===== src/rtl/sw_debounce.sv =====
// sw_debounce: synchronizes a bouncing slide switch and qualifies each level
// change over STABLE_CYCLES consecutive samples before moving SW_DB.
module sw_debounce #(
    parameter int unsigned STABLE_CYCLES = 4,
    parameter int unsigned CNT_W         = 16
) (
    input  logic CLK,
    input  logic RST,
    input  logic SW,
    output logic SW_DB,
    output logic RISE,
    output logic FALL,
    output logic BUSY
);
    typedef enum logic [1:0] {STABLE_LO, WAIT_HI, STABLE_HI, WAIT_LO} state_t;

    localparam logic [CNT_W-1:0] LAST = CNT_W'(STABLE_CYCLES - 1);
    localparam logic [CNT_W-1:0] ONE_CNT = CNT_W'(1);
    localparam bit SINGLE = (STABLE_CYCLES == 1);

    state_t           state_q, state_d;
    logic [CNT_W-1:0] cnt_q, cnt_d;
    logic             s1_q, s2_q;
    logic             sw_db_q, sw_db_d;
    logic             rise_q, rise_d;
    logic             fall_q, fall_d;
    logic             busy_q, busy_d;

    always_comb begin
        state_d = state_q;
        cnt_d   = '0;
        case (state_q)
            STABLE_LO: if (s2_q) begin
                state_d = SINGLE ? STABLE_HI : WAIT_HI;
                cnt_d   = SINGLE ? '0 : ONE_CNT;
            end
            WAIT_HI: begin
                if (!s2_q) state_d = STABLE_LO;
                else if (cnt_q == LAST) state_d = STABLE_HI;
                else cnt_d = cnt_q + ONE_CNT;
            end
            STABLE_HI: if (!s2_q) begin
                state_d = SINGLE ? STABLE_LO : WAIT_LO;
                cnt_d   = SINGLE ? '0 : ONE_CNT;
            end
            WAIT_LO: begin
                if (s2_q) state_d = STABLE_HI;
                else if (cnt_q == LAST) state_d = STABLE_LO;
                else cnt_d = cnt_q + ONE_CNT;
            end
        endcase
        // Outputs are decoded from the next state so they land with it.
        sw_db_d = (state_d == STABLE_HI) || (state_d == WAIT_LO);
        rise_d  = sw_db_d && !sw_db_q;
        fall_d  = !sw_db_d && sw_db_q;
        busy_d  = (state_d == WAIT_HI) || (state_d == WAIT_LO);
    end

    always_ff @(posedge CLK or posedge RST) begin
        if (RST) begin
            s1_q    <= 1'b0;
            s2_q    <= 1'b0;
            state_q <= STABLE_LO;
            cnt_q   <= '0;
            sw_db_q <= 1'b0;
            rise_q  <= 1'b0;
            fall_q  <= 1'b0;
            busy_q  <= 1'b0;
        end else begin
            s1_q    <= SW;
            s2_q    <= s1_q;
            state_q <= state_d;
            cnt_q   <= cnt_d;
            sw_db_q <= sw_db_d;
            rise_q  <= rise_d;
            fall_q  <= fall_d;
            busy_q  <= busy_d;
        end
    end

    assign SW_DB = sw_db_q;
    assign RISE  = rise_q;
    assign FALL  = fall_q;
    assign BUSY  = busy_q;
endmodule


===== config.mk =====
export PLATFORM = sky130hd
export DESIGN_NAME = sw_debounce
export DESIGN_NICKNAME = d
export VERILOG_FILES = /design/src/rtl/sw_debounce.sv
export SDC_FILE = /design/constraint.sdc
export NUM_CORES = 1
export LEC_CHECK = 0
export ABC_AREA = 1
export CORE_MARGIN = 3
export CORE_UTILIZATION = 40
export DETAILED_ROUTE_END_ITERATION = 6
export DONT_BUFFER_PORTS = 1
export PLACE_DENSITY = 0.57
export SYNTH_ARGS = -nofsm -noshare
export SYNTH_HDL_FRONTEND = slang
export SYNTH_SLANG_ARGS = --single-unit

===== constraint.sdc =====
create_clock -name CLK -period 2.3 [get_ports CLK]
set_clock_uncertainty 0.15 [all_clocks]
set_input_delay 0.345 -clock CLK [delete_from_list [all_inputs] [get_ports CLK]]
set_output_delay 0.345 -clock CLK [all_outputs]
set_load 0.1 [all_outputs]

==> metrics.md, run 1 <==
| Metric | Value |
|---|---|
| Register bit total from synthesis | 23 |
| 1st-iter DRT viols | 16 |
| Final ANT Viol Nets | 0 |
| Clk pwr share | 18.3% |
| Switching share of power | a little over two fifths |
| Die area | 3520 um2 |
| CP max FO | 7 |
| Layout cells sized above 1 | 8.18% |
| Final setup vio count | 0 |
| Fin. Hold Viols | 0 |
| Critical Path AT | 1760 ps |
| Crit Path Category | flop to flop |
| Area of the multi-input gates | between 400 and 500 um2 |
| Fillers | 262 |
| Post-layout instance area | about 1300 um2 |
| Slew @ Worst Pin | 373 ps |
| Routability cong. | 0.826 |
| Max Clk Rate | roughly 0.59 GHz |
| Largest net degree at the start of global routing | 24 |
| Vias/cell | 4.78 |
| Row count | 18 |
| CTS H-tree lvls | 1 |
| Area Overhead vs Synth | 10.7% |
| Core Region | between 2000 and 3000 um2 |
| Crit path time final | 1700 ps |
| Initial antenna violation count | 0 |
| Mapped Nets | approximately 150 |
| Rel. slew slack | about three quarters |
| Power Density | 824 nW/um2 |
| Drt pass-1 iters | 4 |
| Register Area | between 500 and 600 um2 |
| Data required, critical path | ~2400 ps |
| Diodes inserted | 0 |
| Starting Density | a little over two fifths |
| First-pass GRT wire length | 3940 um |
| Worst vdd ir | between 0.0005 and 0.0006 V |
| Max Cap Violations | 0 |
| Cts bufs inserted | 3 |
| Netlist cell types | 19 |
| Unrepaired setup endpoints after global routing | no |
| Total GRT Usage | 14.6% |
| Grt ovf | 0 |
| Seq pwr share | 47.1% |
| Via count | between 900 and 1k |
| Status | completed |
| Vias in the first global route | 926 |
| Clk pin slew, worst setup/hold paths | 120 ps |
| Setup TNS | 0 ps |
| Pint | 0.000602 W |
| Mapped Cells | 148 |
| Clk root buf | clkbuf_4 |
| I/O Pins | 7 |
| Crit end category | flop |
| Max Root-Sink Buffers | 2 |
| HPWL Detailed | 1620 um |
| Post-DP Area | 1210 um2 |
| Leak Pwr | 0.608 nW |
| Worst Hold Class | flop to flop |
| Clk sinks | 23 |
| Final wirelength | 2160 um |
| Final Cycle Share | roughly three quarters |
| DRC viols | 0 |
| Average wire per standard cell | 11.4 um |
| Mapped Area | 1140 um2 |
| Chip width | 59.3 um |
| Warnings from Yosys | 0 |
| Max-slew violations | 0 |
| Critical Path Start Type | flop |
| Part of the power in combinational logic | around 35% |
| DIE HEIGHT | 59.3 um |
| CTS tree | done |
| Final nets | 164 |
| Port buffer count | 0 |
| Seq/Total Area, Yosys | 50.7% |
| Syn_area_per_cell | 7.68 um2 |
| Psw | 0.000434 W |
| Clk Latency, worst-skew pair | 310 ps |
cells in the mapped netlist:
master / n / share of area, %
nor3_2: 1 / 0.88
xor2_1: 3 / 2.3
xnor2_1: 1 / 0.77
a21oi_4: 1 / 1.4
o21ai_0: 2 / 0.88
inv_1: 22 / 7.3
nor3_1: 4 / 1.8
nor2_2: 2 / 1.1
nor2_1: 34 / 11
ha_1: 1 / 1.1
nand4_1: 1 / 0.55
dfrtp_1: 23 / 51
nand2_1: 39 / 13
o21bai_1: 2 / 1.3
o21ai_1: 1 / 0.44
nand3_1: 5 / 2.2
a21oi_1: 4 / 1.8
nand3_2: 1 / 0.88
a31oi_1: 1 / 0.55
path summary, 6_finish.rpt:
| kind | start | endpoint | slack [ps] | cells after the start |
|---|---|---|---|---|
| setup / recovery | cnt_q[0] | cnt_q[5] | 600 | 8 |
| hold / removal | s1_q | s2_q | 230 | 0 |
| setup reg to reg | cnt_q[0] | cnt_q[5] | 600 | 8 |
| hold reg to reg | s1_q | s2_q | 230 | 0 |
| max in group asynchronous | RST | cnt_q[8] | 1410 | 3 |
| min in group asynchronous | RST | cnt_q[10] | 360 | 3 |
what timing repair did:
action                                 CTS  global route
hold buffers                             2             0
endpoints found under the hold margin   24             0
setup buffers                            0             0
resized for setup                        0             0
power by group through the flow:
stage / clock, W / combinational [W] / sequential, W
2_1_floorplan: 0 / 0.000151 / 0.000624
3_3_place_gp: 0 / 0.000354 / 0.000493
3_5_place_dp: 0 / 0.000361 / 0.000497
4_1_cts: 0.000200 / 0.000364 / 0.000489
5_1_grt: 0.000212 / 0.000398 / 0.000495
6_report: 0.000190 / 0.000358 / 0.000488
final cells by class:
| type | count | area share, % |
|---|---|---|
| flip-flops and latches | 23 | 45.8 |
| multi-input cells | 103 | 38.0 |
| inverters | 22 | 6.57 |
| repair buffers | 7 | 4.58 |
| well taps | 30 | 2.99 |
| clock buffers | 4 | 2.09 |
cells by family (layout without fill, tap and decap cells):
family          count (synthesis)  in the layout  synth area share (%)
flops                          23             23                  50.7
simple gates                   87             87                  31.5
buf+inv                        22             33                  7.27
compound gates                 11             11                  6.39
xor+xnor                        4              4                  3.08
fa+ha+maj                       1              1                  1.10
registers in the layout, indices dropped and copies added, names as in the netlist:
name / flops
cnt_q: 16
RISE: 1
s1_q: 1
FALL: 1
BUSY: 1
state_q: 2
s2_q: 1
critical path: stages (launching register included):
cell,delay [ps]
dfrtp_1,410
ha_1,200
inv_1,50
nor2_1,80
nand2_1,50
nor2_1,270
nand2_1,80
nand2_1,210
nor2_1,80
cells in the final DEF (no fill, tap or decap):
cell	count
nand4_1	1
nand3_2	1
nor3_2	1
clkbuf_4	3
o21ai_1	1
nand3_1	5
xnor2_1	1
a21oi_1	4
buf_4	5
clkbuf_1	1
nand2_1	39
nor2_1	34
inv_1	22
xor2_1	3
a31oi_1	1
ha_1	1
dfrtp_1	23
o21bai_1	2
a21oi_4	1
dlygate4sd3_1	2
nor2_2	2
o21ai_0	2
nor3_1	4
stage by stage:
stage	power (W)	util, %	setup WS [ps]	std cells	hold WS, ps
after floorplan	0.000775	-	429	148	181
after global placement	0.000847	46.8	663	183	145
after detailed placement	0.000857	46.8	599	183	152
after CTS	0.00105	48.6	570	189	221
after global routing	0.00111	48.6	418	189	233
final	0.00104	48.6	599	189	227
per-layer routing:
layer | share of wire (%) | track usage, % | vias up
met5 | 0 | 0 | -
met4 | 0.93 | 4.85 | 0
met3 | 2.1 | 2.18 | 4
met2 | 47 | 25.0 | 10
met1 | 50 | 18.8 | 417
li1 | - | - | 473
Power figures use the tool's default switching activity.
==> run 2, diff against run 1 <==
- PLACE_DENSITY: 0.57 -> 0.59
- clock period: 2.3 -> 1.4 ns (I/O delays scaled with it)
==> metrics.md, run 2 (same netlist as run 1, synthesis figures left out) <==
| Metric | Value |
|---|---|
| Clk Latency, worst-skew pair | 310 ps (about the same) |
| Routability cong. | 0.926 (+12%) |
| Initial antenna violation count | 0 (unchanged) |
| Starting Density | 43.9% (unchanged) |
| Clk pin slew, worst setup/hold paths | 120 ps (about the same) |
| Worst Hold Class | flop to flop |
| Fin cells | 205 (+8.5%) |
| Crit path time final | 1510 ps (-189 ps) |
| Via count | 953 (+5.4%) |
| Critical Path AT | 1610 ps (-150 ps) |
| Post-DP Area | 1340 um2 (+10%) |
| First-pass GRT wire length | 4020 um (+1.9%) |
| Max FFs per register | 16 (unchanged) |
| DIE HEIGHT | 59.3 um (unchanged) |
| Diodes inserted | 0 (unchanged) |
| Reg-to-reg slack, setup | -110 ps (-710 ps) |
| Core Region | 2590 um2 (unchanged) |
| Grt ovf | 0 (unchanged) |
| Max Cap Violations | 0 (unchanged) |
| Row count | 18 (unchanged) |
| Status | finished with violations |
| Vias/cell | 4.65 (-2.8%) |
| Largest regs | cnt_q: 16 flops, state_q: 2 flops |
| Die area | 3520 um2 (unchanged) |
| DRC viols | 0 (unchanged) |
| Max Root-Sink Buffers | 2 (unchanged) |
| Port buffer count | 0 (unchanged) |
| Critical Path Start Type | flop |
| Largest Register | cnt_q |
| CTS H-tree lvls | 1 (unchanged) |
| Max-slew violations | 0 (unchanged) |
| Clk root buf | clkbuf_4 |
| Post-Place Cells | 198 (+8.2%) |
| Layout cells sized above 1 | 22.3% (+14 points) |
| Chip width | 59.3 um (unchanged) |
| Average wire per standard cell | 11.2 um (-1.9%) |
| Max Clk Rate | 0.662 GHz (+13%) |
| Slew @ Worst Pin | 290 ps (-82.6 ps) |
| Final setup vio count | 19 (+19) |
| Worst vdd ir | 0.00112 V (+91%) |
| Area Overhead vs Synth | 27.0% |
| Final nets | 180 (+9.8%) |
| Rel. slew slack | 80.7% (+5.6 points) |
| Leak Pwr | 0.687 nW (+13%) |
| Largest net degree at the start of global routing | 24 (unchanged) |
| Commonest cells after routing, fill and taps aside | nand2_1 (36), nor2_1 (30), dfrtp_1 (22), inv_1 (22), buf_4 (20) |
| CTS tree | done |
| Final wirelength | 2290 um (+6.4%) |
| Crit end category | flop |
| CP max FO | 8 (+1) |
| Final Cycle Share | 108% (+34 points) |
| HPWL Detailed | 1650 um (+2.4%) |
| Total GRT Usage | 15.0% (+0.42 points) |
| Clk sinks | 23 (unchanged) |
| Unrepaired setup endpoints after global routing | yes |
| Power Density | 1250 nW/um2 (+52%) |
| Drt pass-1 iters | 4 (unchanged) |
| 1st-iter DRT viols | 24 (+8) |
| Cts bufs inserted | 3 (unchanged) |
| Final ANT Viol Nets | 0 (unchanged) |
| Vias in the first global route | 941 (+1.6%) |
| Crit Path Category | flop to flop |
| Leading cell type in the layout, fill and taps excluded | nand2_1 |
| Post-place setup slack | -82.6 ps (-681 ps) |
| Post-layout instance area | 1440 um2 (+15%) |
| Design Power | 0.00181 W (+75%) |
| Fin. Hold Viols | 0 (unchanged) |
| Data required, critical path | 1500 ps (-860 ps) |
| Final worst slack | -112 ps (-711 ps) |
| I/O Pins | 7 (unchanged) |
| Failing checks | setup timing |
run 2: metal layers:
metal	vias up	global-route usage, %	wire, um
met5	-	0	0
met4	0	6.15	18
met3	2	1.96	39
met2	7	24.6	1150
met1	437	19.9	1090
li1	507	-	-
run 2: what timing repair did:
item | CTS | global route
hold buffers | 2 | 0
endpoints found under the setup margin | 20 | 22
cloned | 0 | 0
resized for setup | 8 | 6
setup buffers | 1 | 0
pin swaps | 4 | 4
endpoints found under the hold margin | 24 | 0
run 2: stage by stage:
stage,hold WS [ps],setup TNS [ps],utilization [%]
6_report,213,-1190,55.7
5_1_grt,231,-3420,55.7
4_1_cts,216,-819,54.9
3_5_place_dp,15.5,-882,51.6
3_3_place_gp,11.7,-608,51.6
2_1_floorplan,61.9,-803,-
run 2: area by class of cell:
class | instances | area (um2)
tap | 30 | 37.5
inverter | 22 | 82.6
timing repair buffer | 23 | 181
clock buffer | 4 | 26.3
fill | 241 | 1150
sequential | 23 | 579
multi-input combinational | 103 | 536
run 2: path summary, 6_finish.rpt:
| kind | startpoint | end | depth (start not counted) |
|---|---|---|---|
| max in group asynchronous | RST | state_q[1] | 3 |
| worst max register to register | state_q[1] | cnt_q[13] | 5 |
| worst min-delay path | s1_q | s2_q | 0 |
| worst min register to register | s1_q | s2_q | 0 |
| worst max-delay path | state_q[1] | cnt_q[13] | 5 |
| min in group asynchronous | RST | RISE | 3 |
run 2: where the power goes:
part	internal, W	switching (W)
sequential	0.000748	0.0000586
clock	0.000111	0.000196
combinational	0.000200	0.000496
total	0.00106	0.000751
run 2: critical path, stage by stage, from the launching register on:
cell and delay, ps:
dfrtp_4 500, xor2_1 220, nand2_1 150, a21oi_4 240, nand2_1 80, nor2_1 110
==> run 3, diff against run 2 <==
- ABC_CLOCK_PERIOD_IN_PS: default -> 1400
==> results of run 3 <==
Same layout as run 2: the final DEF is identical, and so are final timing and power.
